### src/rtl/store_buffer.sv
// store_buffer: posted-write FIFO between the M-stage store path and the DM write port,
// with per-lane forwarding to loads. Define STORE_BUFFER_MERGE_EN to merge same-word stores.
module store_buffer #(
  parameter int DEPTH = 4,
  parameter int PTR_W = 2
) (
  input  logic        clk,
  input  logic        reset,
  input  logic        st_valid,
  input  logic [31:0] st_addr,
  input  logic [3:0]  st_be,
  input  logic [31:0] st_data,
  input  logic [31:0] st_pc,
  output logic        st_ready,
  input  logic        ld_valid,
  input  logic [31:0] ld_addr,
  output logic [3:0]  fwd_be,
  output logic [31:0] fwd_data,
  input  logic        dm_busy,
  output logic        dm_we,
  output logic [31:0] dm_addr,
  output logic [3:0]  dm_be,
  output logic [31:0] dm_data,
  output logic [31:0] dm_pc,
  output logic        empty
);

  localparam logic [PTR_W:0]   FULL_CNT = DEPTH[PTR_W:0];
  localparam logic [PTR_W:0]   CNT_ONE  = {{PTR_W{1'b0}}, 1'b1};
  localparam logic [PTR_W-1:0] PTR_ONE  = {{(PTR_W-1){1'b0}}, 1'b1};

  logic [29:0]      tag_r   [DEPTH];
  logic [3:0]       be_r    [DEPTH];
  logic [31:0]      data_r  [DEPTH];
  logic [31:0]      pc_r    [DEPTH];
  logic             valid_r [DEPTH];
  logic [PTR_W-1:0] head_r;
  logic [PTR_W-1:0] tail_r;
  logic [PTR_W:0]   count_r;

  logic             dm_we_s;
  logic             full_s;
  logic             merge_hit_s;
  logic             merge_s;
  logic             alloc_s;
  logic [PTR_W-1:0] last_s;
  logic [31:0]      merge_data_s;
  logic [3:0]       fwd_be_s;
  logic [31:0]      fwd_data_s;

  assign full_s  = (count_r == FULL_CNT);
  assign dm_we_s = (count_r != {(PTR_W+1){1'b0}}) && !dm_busy;
  assign last_s  = tail_r - PTR_ONE;

`ifdef STORE_BUFFER_MERGE_EN
  // Merge target is the youngest entry, unless it is the head leaving this cycle.
  always_comb begin
    merge_hit_s = 1'b0;
    if ((count_r != {(PTR_W+1){1'b0}}) && valid_r[last_s] &&
        (tag_r[last_s] == st_addr[31:2]) && !((last_s == head_r) && dm_we_s)) begin
      merge_hit_s = 1'b1;
    end else begin
      merge_hit_s = 1'b0;
    end
  end
`else
  assign merge_hit_s = 1'b0;
`endif

  assign st_ready = !full_s || merge_hit_s;
  assign merge_s  = st_valid && merge_hit_s;
  assign alloc_s  = st_valid && st_ready && !merge_hit_s;

  // Lane-wise overlay of the incoming store onto the merge target.
  always_comb begin
    merge_data_s = data_r[last_s];
    for (int b = 0; b < 4; b++) begin
      if (st_be[b]) begin
        merge_data_s[8*b +: 8] = st_data[8*b +: 8];
      end else begin
        merge_data_s[8*b +: 8] = data_r[last_s][8*b +: 8];
      end
    end
  end

  // FIFO storage, pointers and occupancy.
  always_ff @(posedge clk or negedge reset) begin
    if (!reset) begin
      head_r  <= {PTR_W{1'b0}};
      tail_r  <= {PTR_W{1'b0}};
      count_r <= {(PTR_W+1){1'b0}};
      for (int i = 0; i < DEPTH; i++) begin
        valid_r[i] <= 1'b0;
        tag_r[i]   <= 30'h0;
        be_r[i]    <= 4'h0;
        data_r[i]  <= 32'h0;
        pc_r[i]    <= 32'h0;
      end
    end else begin
      if (alloc_s) begin
        tag_r[tail_r]   <= st_addr[31:2];
        be_r[tail_r]    <= st_be;
        data_r[tail_r]  <= st_data;
        pc_r[tail_r]    <= st_pc;
        valid_r[tail_r] <= 1'b1;
        tail_r          <= tail_r + PTR_ONE;
      end
      if (merge_s) begin
        be_r[last_s]   <= be_r[last_s] | st_be;
        data_r[last_s] <= merge_data_s;
        pc_r[last_s]   <= st_pc;
      end
      if (dm_we_s) begin
        valid_r[head_r] <= 1'b0;
        head_r          <= head_r + PTR_ONE;
      end
      case ({alloc_s, dm_we_s})
        2'b10:   count_r <= count_r + CNT_ONE;
        2'b01:   count_r <= count_r - CNT_ONE;
        default: count_r <= count_r;
      endcase
    end
  end

  // Walk oldest to youngest so younger matching lanes overwrite older ones.
  always_comb begin
    fwd_be_s   = 4'b0000;
    fwd_data_s = 32'h0;
    for (int k = 0; k < DEPTH; k++) begin : fwd_scan
      logic [PTR_W-1:0] idx;
      idx = head_r + PTR_W'(k);
      if (ld_valid && valid_r[idx] && (tag_r[idx] == ld_addr[31:2])) begin
        for (int b = 0; b < 4; b++) begin
          if (be_r[idx][b]) begin
            fwd_be_s[b]          = 1'b1;
            fwd_data_s[8*b +: 8] = data_r[idx][8*b +: 8];
          end else begin
            fwd_be_s[b]          = fwd_be_s[b];
            fwd_data_s[8*b +: 8] = fwd_data_s[8*b +: 8];
          end
        end
      end else begin
        fwd_be_s   = fwd_be_s;
        fwd_data_s = fwd_data_s;
      end
    end
  end

  assign fwd_be   = fwd_be_s;
  assign fwd_data = fwd_data_s;
  assign dm_we    = dm_we_s;
  assign dm_addr  = {tag_r[head_r], 2'b00};
  assign dm_be    = be_r[head_r];
  assign dm_data  = data_r[head_r];
  assign dm_pc    = pc_r[head_r];
  assign empty    = (count_r == {(PTR_W+1){1'b0}});

endmodule
### config.mk
export PLATFORM = sky130hd
export DESIGN_NAME = store_buffer
export DESIGN_NICKNAME = d
export VERILOG_FILES = /design/src/rtl/store_buffer.sv
export SDC_FILE = /design/constraint.sdc
export NUM_CORES = 1
export LEC_CHECK = 0
export CAP_MARGIN = 40
export CORE_ASPECT_RATIO = 0.8
export CORE_MARGIN = 10
export CORE_UTILIZATION = 35
export CTS_BUF_LIST = sky130_fd_sc_hd__clkbuf_2
export DETAILED_ROUTE_END_ITERATION = 7
export PLACE_DENSITY = 0.66
export SLEW_MARGIN = 25
export SYNTH_ARGS = -nofsm -noshare
export SYNTH_HDL_FRONTEND = slang
export SYNTH_SLANG_ARGS = --single-unit
### constraint.sdc
create_clock -name clk -period 9.37 [get_ports clk]
set_input_delay 0.937 -clock clk [delete_from_list [all_inputs] [get_ports clk]]
set_output_delay 0.937 -clock clk [all_outputs]
set_load 0.01 [all_outputs]
==> impl_metrics.yaml, run 1 <==
worst_setup_path:
  crit_type: "reg2out"
  worst-r2r-cell-count: 7
  critical_path_arrival_ps: 7290
  path_max_fanout: 49
  cp.required_ps: 8430
  start_kind: "flop"
  reg2reg_slack_ps: 6500
  timing.rr.end: "data_r[63]$_DFFE_PN0P_"
  endpoint_kind: "output pin"
  r2r_start: "count_r[0]$_DFFE_PN0P_"
routing:
  dr.pass1.iters: 7
  route.detailed.drc: 0
  drt-initial-drc-count: 1859
  totalWireLength_um: 85500
  vias_per_cell: 5.98
  wire_per_inst_um: 26.4
  ant_nets: 0
  num_vias: 19400
sta:
  tightestPinTransition_ps: 933
  clock_skew_ps: 101
  hold_violations: 0
  post-route-period-util_pct: 87.8
  slew_headroom_pct: 37.8
  final.setup.tns_ps: 0
  finalMaxSlewViolations: 0
  rsz0062_at_grt: "false"
  finalSetupViolations: 0
  max_freq_mhz: 122
  period_needed_ps: 8220
place:
  place.gp.congestion: 0.918
  numPortBuffers: 269
  hpwl_um: 58500
global_routing:
  grt_use_total_pct: 19.2
  antenna_found_initial: 17
  grt_max_degree: 176
  grt_pass1_vias: 20400
  grt_pass1_wl_um: 129000
  overflow: 0
floorplan:
  die_w_um: 327
  die_height_um: 266
  rows: 90
  initial_utilization_pct: 35.2
  coreArea_sq_mm: 0.0751
  io-pin-count: 276
  die-area_sq_mm: 0.0870
clock_tree:
  numCtsBuffers: 109
  clkLatencyLatePin_ps: 1220
  clockRootBuffer: "clkbuf_2"
  ctsResizeCount: 0
  clk_pin_slew_ps: 100
  ctsLongestPathBuffers: 3
  clock_sinks: 403
  cts_tree: "yes"
  htreeDepth: 3
synthesis:
  synth_area_leaders: "dfrtp_1 38%, mux2_2 17%, mux4_2 17%, mux2i_1 4.1%, mux4_4 2.7%"
  syn_inst: 1877
  netlist_area_sq_mm: 0.0264
  synth_top_area_share_pct: 38.1
  synth-seq-cells: 403
  synth.distinct_cells: 79
  ys_seq_area_share_pct: 38.1
  yosys_warnings: 0
  synth_top_area_cell: "dfrtp_1"
  ys.flop_type: "dfrtp_1"
  avgSynthCellArea_sq_um: 14.1
  postSynth.asyncResetShare_pct: 100
  synth_enable_flop_cells: 0
run_status:
  status: "finished clean"
power:
  ir_drop_mv: 0.328
  powerDensity_mw_per_mm2: 421
  p_leak_nw: 12.0
finish:
  drive_above_1_share_pct: 39.7
  fin_util_pct: 41.5
  final_nets: 2287
  areaGrowthSynthToFinish_pct: 18.0
min_path:
  hold_path.class: "in2async"
run:
  maxCapViolCount: 0
synth_stat cells (16+ instances only):
library cell	count
mux4_1	19
mux2_2	410
o2111ai_1	36
a311oi_1	32
buf_1	32
nor2_1	16
buf_4	23
nand2_1	32
buf_2	35
mux4_2	199
clkbuf_1	57
xnor2_1	69
a21oi_1	21
a2111oi_0	35
mux4_4	29
nor3_1	35
xor2_1	48
mux2i_1	107
dfrtp_1	403
inv_1	21
nand4_1	48
repair_timing:
action                    in CTS  in global routing
hold buffers                   1                  0
hold endpoints to repair      85                  0
setup buffers                  0                  0
power by group:
| group | switching, mW | total [mW] | internal [mW] |
|---|---|---|---|
| clock network | 0.772 | 1.27 | 0.498 |
| logic | 3.74 | 8.25 | 4.51 |
| registers | 0.962 | 3.60 | 2.64 |
| total | 5.47 | 13.1 | 7.65 |
registers in the layout (all words and copies together) (netlist names):
name / count
be_r: 16
count_r: 3
data_r: 128
head_r: 2
pc_r: 128
tag_r: 120
tail_r: 2
valid_r: 4
placed cells by master, fill, tap and decap left out, types with 8 or more instances in the layout:
master / instances
a2111oi_0: 35
a21oi_1: 21
a311oi_1: 32
buf_12: 11
buf_16: 8
buf_4: 28
clkbuf_2: 154
clkdlybuf4s50_1: 268
clkinv_1: 23
dfrtp_1: 401
diode_2: 11
ha_1: 8
inv_1: 21
mux2_2: 410
mux2i_1: 107
mux4_1: 19
mux4_2: 199
mux4_4: 29
nand2_1: 28
nand3_1: 10
nand4_1: 48
nor2_1: 16
nor3_1: 35
o2111ai_1: 36
o21ai_0: 11
xnor2_1: 69
xor2_1: 48
worst max-delay path, stage by stage (launching register included):
cell	delay, ps
dfrtp_4	950
inv_1	270
ha_4	560
buf_4	380
mux4_2	550
xnor2_1	170
nor4_2	700
and3_1	850
buf_4	420
nand4_1	130
a311oi_1	440
clkdlybuf4s50_1	630
stage by stage:
stage               cells  hold WS (ps)  setup WS, ps  power, mW  instance area [sq um]
floorplan            1878           464          3700       9.10                  26400
finish               3240           358          1150       13.1                  31200
global placement     3016           481          1630       11.5                  29700
detailed placement   3032           479          1840       11.8                  30100
global route         3238           235           650       13.9                  31200
CTS                  3221           194           422       13.1                  31000
worst max path at each step:
stage                                from           end  slack [ps]  cells after the start
floorplan           head_r[0]$_DFFE_PN0P_  fwd_data[12]        3700                     20
finish              head_r[1]$_DFFE_PN0P_  fwd_data[21]        1150                     11
CTS                 head_r[1]$_DFFE_PN0P_  fwd_data[21]         420                     13
global placement    head_r[1]$_DFFE_PN0P_  fwd_data[31]        1630                     11
global route        head_r[1]$_DFFE_PN0P_  fwd_data[10]         650                     14
detailed placement  head_r[1]$_DFFE_PN0P_  fwd_data[21]        1840                     13
routing by layer:
| layer | track usage (%) | up-vias | part of all wire (%) |
|---|---|---|---|
| li1 | - | 8154 | - |
| met1 | 24.0 | 10100 | 40 |
| met2 | 30.8 | 955 | 47 |
| met3 | 6.81 | 197 | 9.8 |
| met4 | 5.84 | 16 | 2.7 |
| met5 | 0 | - | 0.11 |
layout make-up:
type / count / area, sq um
repair buffers: 323 / 3400
inverters: 22 / 82.6
fillers: 6897 / 43900
well taps: 1012 / 1270
clock buffers: 153 / 766
flip-flops and latches: 403 / 10100
clock inverters: 35 / 206
diodes: 11 / 27.5
multi-input cells: 1281 / 15300
logic make-up after synthesis:
| logic type | synth area share, % |
|---|---|
| and+or+nand+nor | 3.82 |
| buffers and inverters | 4.02 |
| muxes | 43.1 |
| xor gates and xnor gates | 3.88 |
| other | 0.0142 |
| adders and majority gates | 0.502 |
| AOI/OAI and AO/OA | 6.52 |
| DFF | 38.1 |
Power figures use the tool's default switching activity.
==> inputs of run 2 (changes only) <==
--- a/config.mk
+++ b/config.mk
@@ -8,10 +8,10 @@
 export CAP_MARGIN = 40
 export CORE_ASPECT_RATIO = 0.8
 export CORE_MARGIN = 10
-export CORE_UTILIZATION = 35
+export CORE_UTILIZATION = 38
 export CTS_BUF_LIST = sky130_fd_sc_hd__clkbuf_2
 export DETAILED_ROUTE_END_ITERATION = 7
-export PLACE_DENSITY = 0.66
+export PLACE_DENSITY = 0.69
 export SLEW_MARGIN = 25
 export SYNTH_ARGS = -nofsm -noshare
 export SYNTH_HDL_FRONTEND = slang
==> impl_metrics.yaml, run 2 (synthesis gave the netlist of run 1 again) <==
routing:
  drt-initial-drc-count: 1540
  dr_wl_met2_um: 39400
  wire_per_inst_um: 26.6
  wl_met1_um: 32900
  num_vias: 19500
  vias_per_cell: 6.18
  ant_nets: 0
  totalWireLength_um: 83800
  dr.pass1.iters: 5
  route.detailed.drc: 0
  wl_met3_um: 8820
  topRoutingLayerUsed: "met5"
run:
  maxCapViolCount: 0
place:
  hpwl_um: 57900
  place.gp.congestion: 0.899
  numPortBuffers: 269
  detailed_place.area_sq_mm: 0.0299
sta:
  finalSetupViolations: 0
  period_needed_ps: 8680
  slew_headroom_pct: 29.5
  max_freq_mhz: 115
  rsz0062_at_grt: "false"
  post-route-period-util_pct: 92.7
  hold_violations: 0
  clock_skew_ps: 129
  final.setup.tns_ps: 0
  tightestPinTransition_ps: 1060
  finalMaxSlewViolations: 0
finish:
  fillCellCount: 6216
  final_nets: 2289
  fin_area_sq_mm: 0.0311
  final_cell_mix: "410 x mux2_2, 401 x dfrtp_1, 268 x clkdlybuf4s50_1, 199 x mux4_2, 162 x clkbuf_2"
  reg.largest.list: "data_r (128), pc_r (128), tag_r (120)"
  drive_above_1_share_pct: 40.1
  layout_commonest_cell: "mux2_2"
  areaGrowthSynthToFinish_pct: 17.5
worst_setup_path:
  endpoint_kind: "output pin"
  path_max_fanout: 52
  start_kind: "flop"
  critical_path_arrival_ps: 7750
  cp.required_ps: 8430
  crit_type: "reg2out"
min_path:
  hold_path.class: "in2async"
global_routing:
  grt_pass1_wl_um: 128000
  grt_pass1_vias: 20500
  antenna_found_initial: 14
  grt_use_total_pct: 20.4
  grt_max_degree: 159
  overflow: 0
power:
  ir_drop_mv: 0.227
  p_leak_nw: 12.0
  powerDensity_mw_per_mm2: 422
clock_tree:
  clock_sinks: 403
  ctsLongestPathBuffers: 3
  numCtsBuffers: 109
  clockRootBuffer: "clkbuf_2"
  cts_tree: "yes"
  htreeDepth: 3
  clk_pin_slew_ps: 100
  ctsResizeCount: 0
  clkLatencyLatePin_ps: 1240
floorplan:
  die_w_um: 315
  die-area_sq_mm: 0.0806
  rows: 86
  die_height_um: 256
  initial_utilization_pct: 38.4
  coreArea_sq_mm: 0.0689
  io-pin-count: 276
run_status:
  status: "finished clean"
[run 2: cell count changes in the layout (fill, tap and decap cells not counted), moves of 2 or more]
cell,change
clkbuf_2,+8
buf_4,+5
clkbuf_4,+2
diode_2,-5
clkinv_8,+3
bufinv_16,-2
clkinv_1,-4
buf_2,-2
clkinv_2,-4
[run 2: worst paths after layout]
| path | to | depth (start not counted) | slack (ps) | startpoint |
|---|---|---|---|---|
| setup / recovery | fwd_data[31] | 12 | 690 | head_r[1]$_DFFE_PN0P_ |
| hold / removal | tag_r[8]$_DFFE_PN0P_ | 2 | 410 | reset |
| setup reg to reg | head_r[1]$_DFFE_PN0P_ | 5 | 6260 | head_r[1]$_DFFE_PN0P_ |
| hold reg to reg | pc_r[39]$_DFFE_PN0P_ | 1 | 510 | pc_r[39]$_DFFE_PN0P_ |
| max in group asynchronous | pc_r[87]$_DFFE_PN0P_ | 4 | 7490 | reset |
| min in group clk | pc_r[79]$_DFFE_PN0P_ | 2 | 410 | st_pc[15] |
[run 2: repair_timing]
| action | CTS | global route |
|---|---|---|
| hold endpoints to repair | 109 | 0 |
| endpoints found under the setup margin | 0 | 0 |
| buffers inserted | 0 | 0 |
| hold buffers | 1 | 0 |
[run 2: metrics by stage]
| stage | hold slack, ps | total power [mW] | setup slack [ps] | util, % | instances |
|---|---|---|---|---|---|
| after detailed placement | 489 | 11.8 | 1970 | 43.4 | 2946 |
| after floorplan | 464 | 9.10 | 3700 | - | 1878 |
| after global routing | 237 | 13.9 | 166 | 45.1 | 3152 |
| final | 405 | 13.1 | 686 | 45.1 | 3152 |
| after CTS | 219 | 13.1 | 606 | 44.9 | 3138 |
| after global placement | 481 | 11.4 | 1710 | 43.0 | 2930 |
[run 2: area by class of cell]
type	count	area, sq um	share of cell area (%)
antenna	6	15.0	0.0483
clock buffer	162	811	2.61
clock inverter	29	171	0.552
inverter	22	82.6	0.266
multi-input combinational	1281	15300	49.4
sequential	403	10100	32.5
tap	924	1160	3.72
timing repair buffer	325	3390	10.9
[run 2: layer usage]
layer,track usage (%),vias up
met1,25.9,10100
met5,0,-
li1,-,8158
met2,32.3,984
met4,6.66,22
met3,7.14,197
[run 2: critical path, stage by stage, from the launching register on]
cell and delay, ps:
dfrtp_4 900, inv_1 280, ha_4 880, buf_4 470
mux4_4 500, xnor2_1 290, nand4_1 150, a2111oi_0 660
and4_1 700, a2bb2oi_1 310, buf_4 260, a311oi_1 460
clkdlybuf4s50_1 660
[run 2: report_power, final]
| part | internal [mW] | switching, mW | total [mW] |
|---|---|---|---|
| clock network | 0.477 | 0.805 | 1.28 |
| logic | 4.53 | 3.72 | 8.25 |
| registers | 2.64 | 0.949 | 3.59 |
| total | 7.64 | 5.48 | 13.1 |
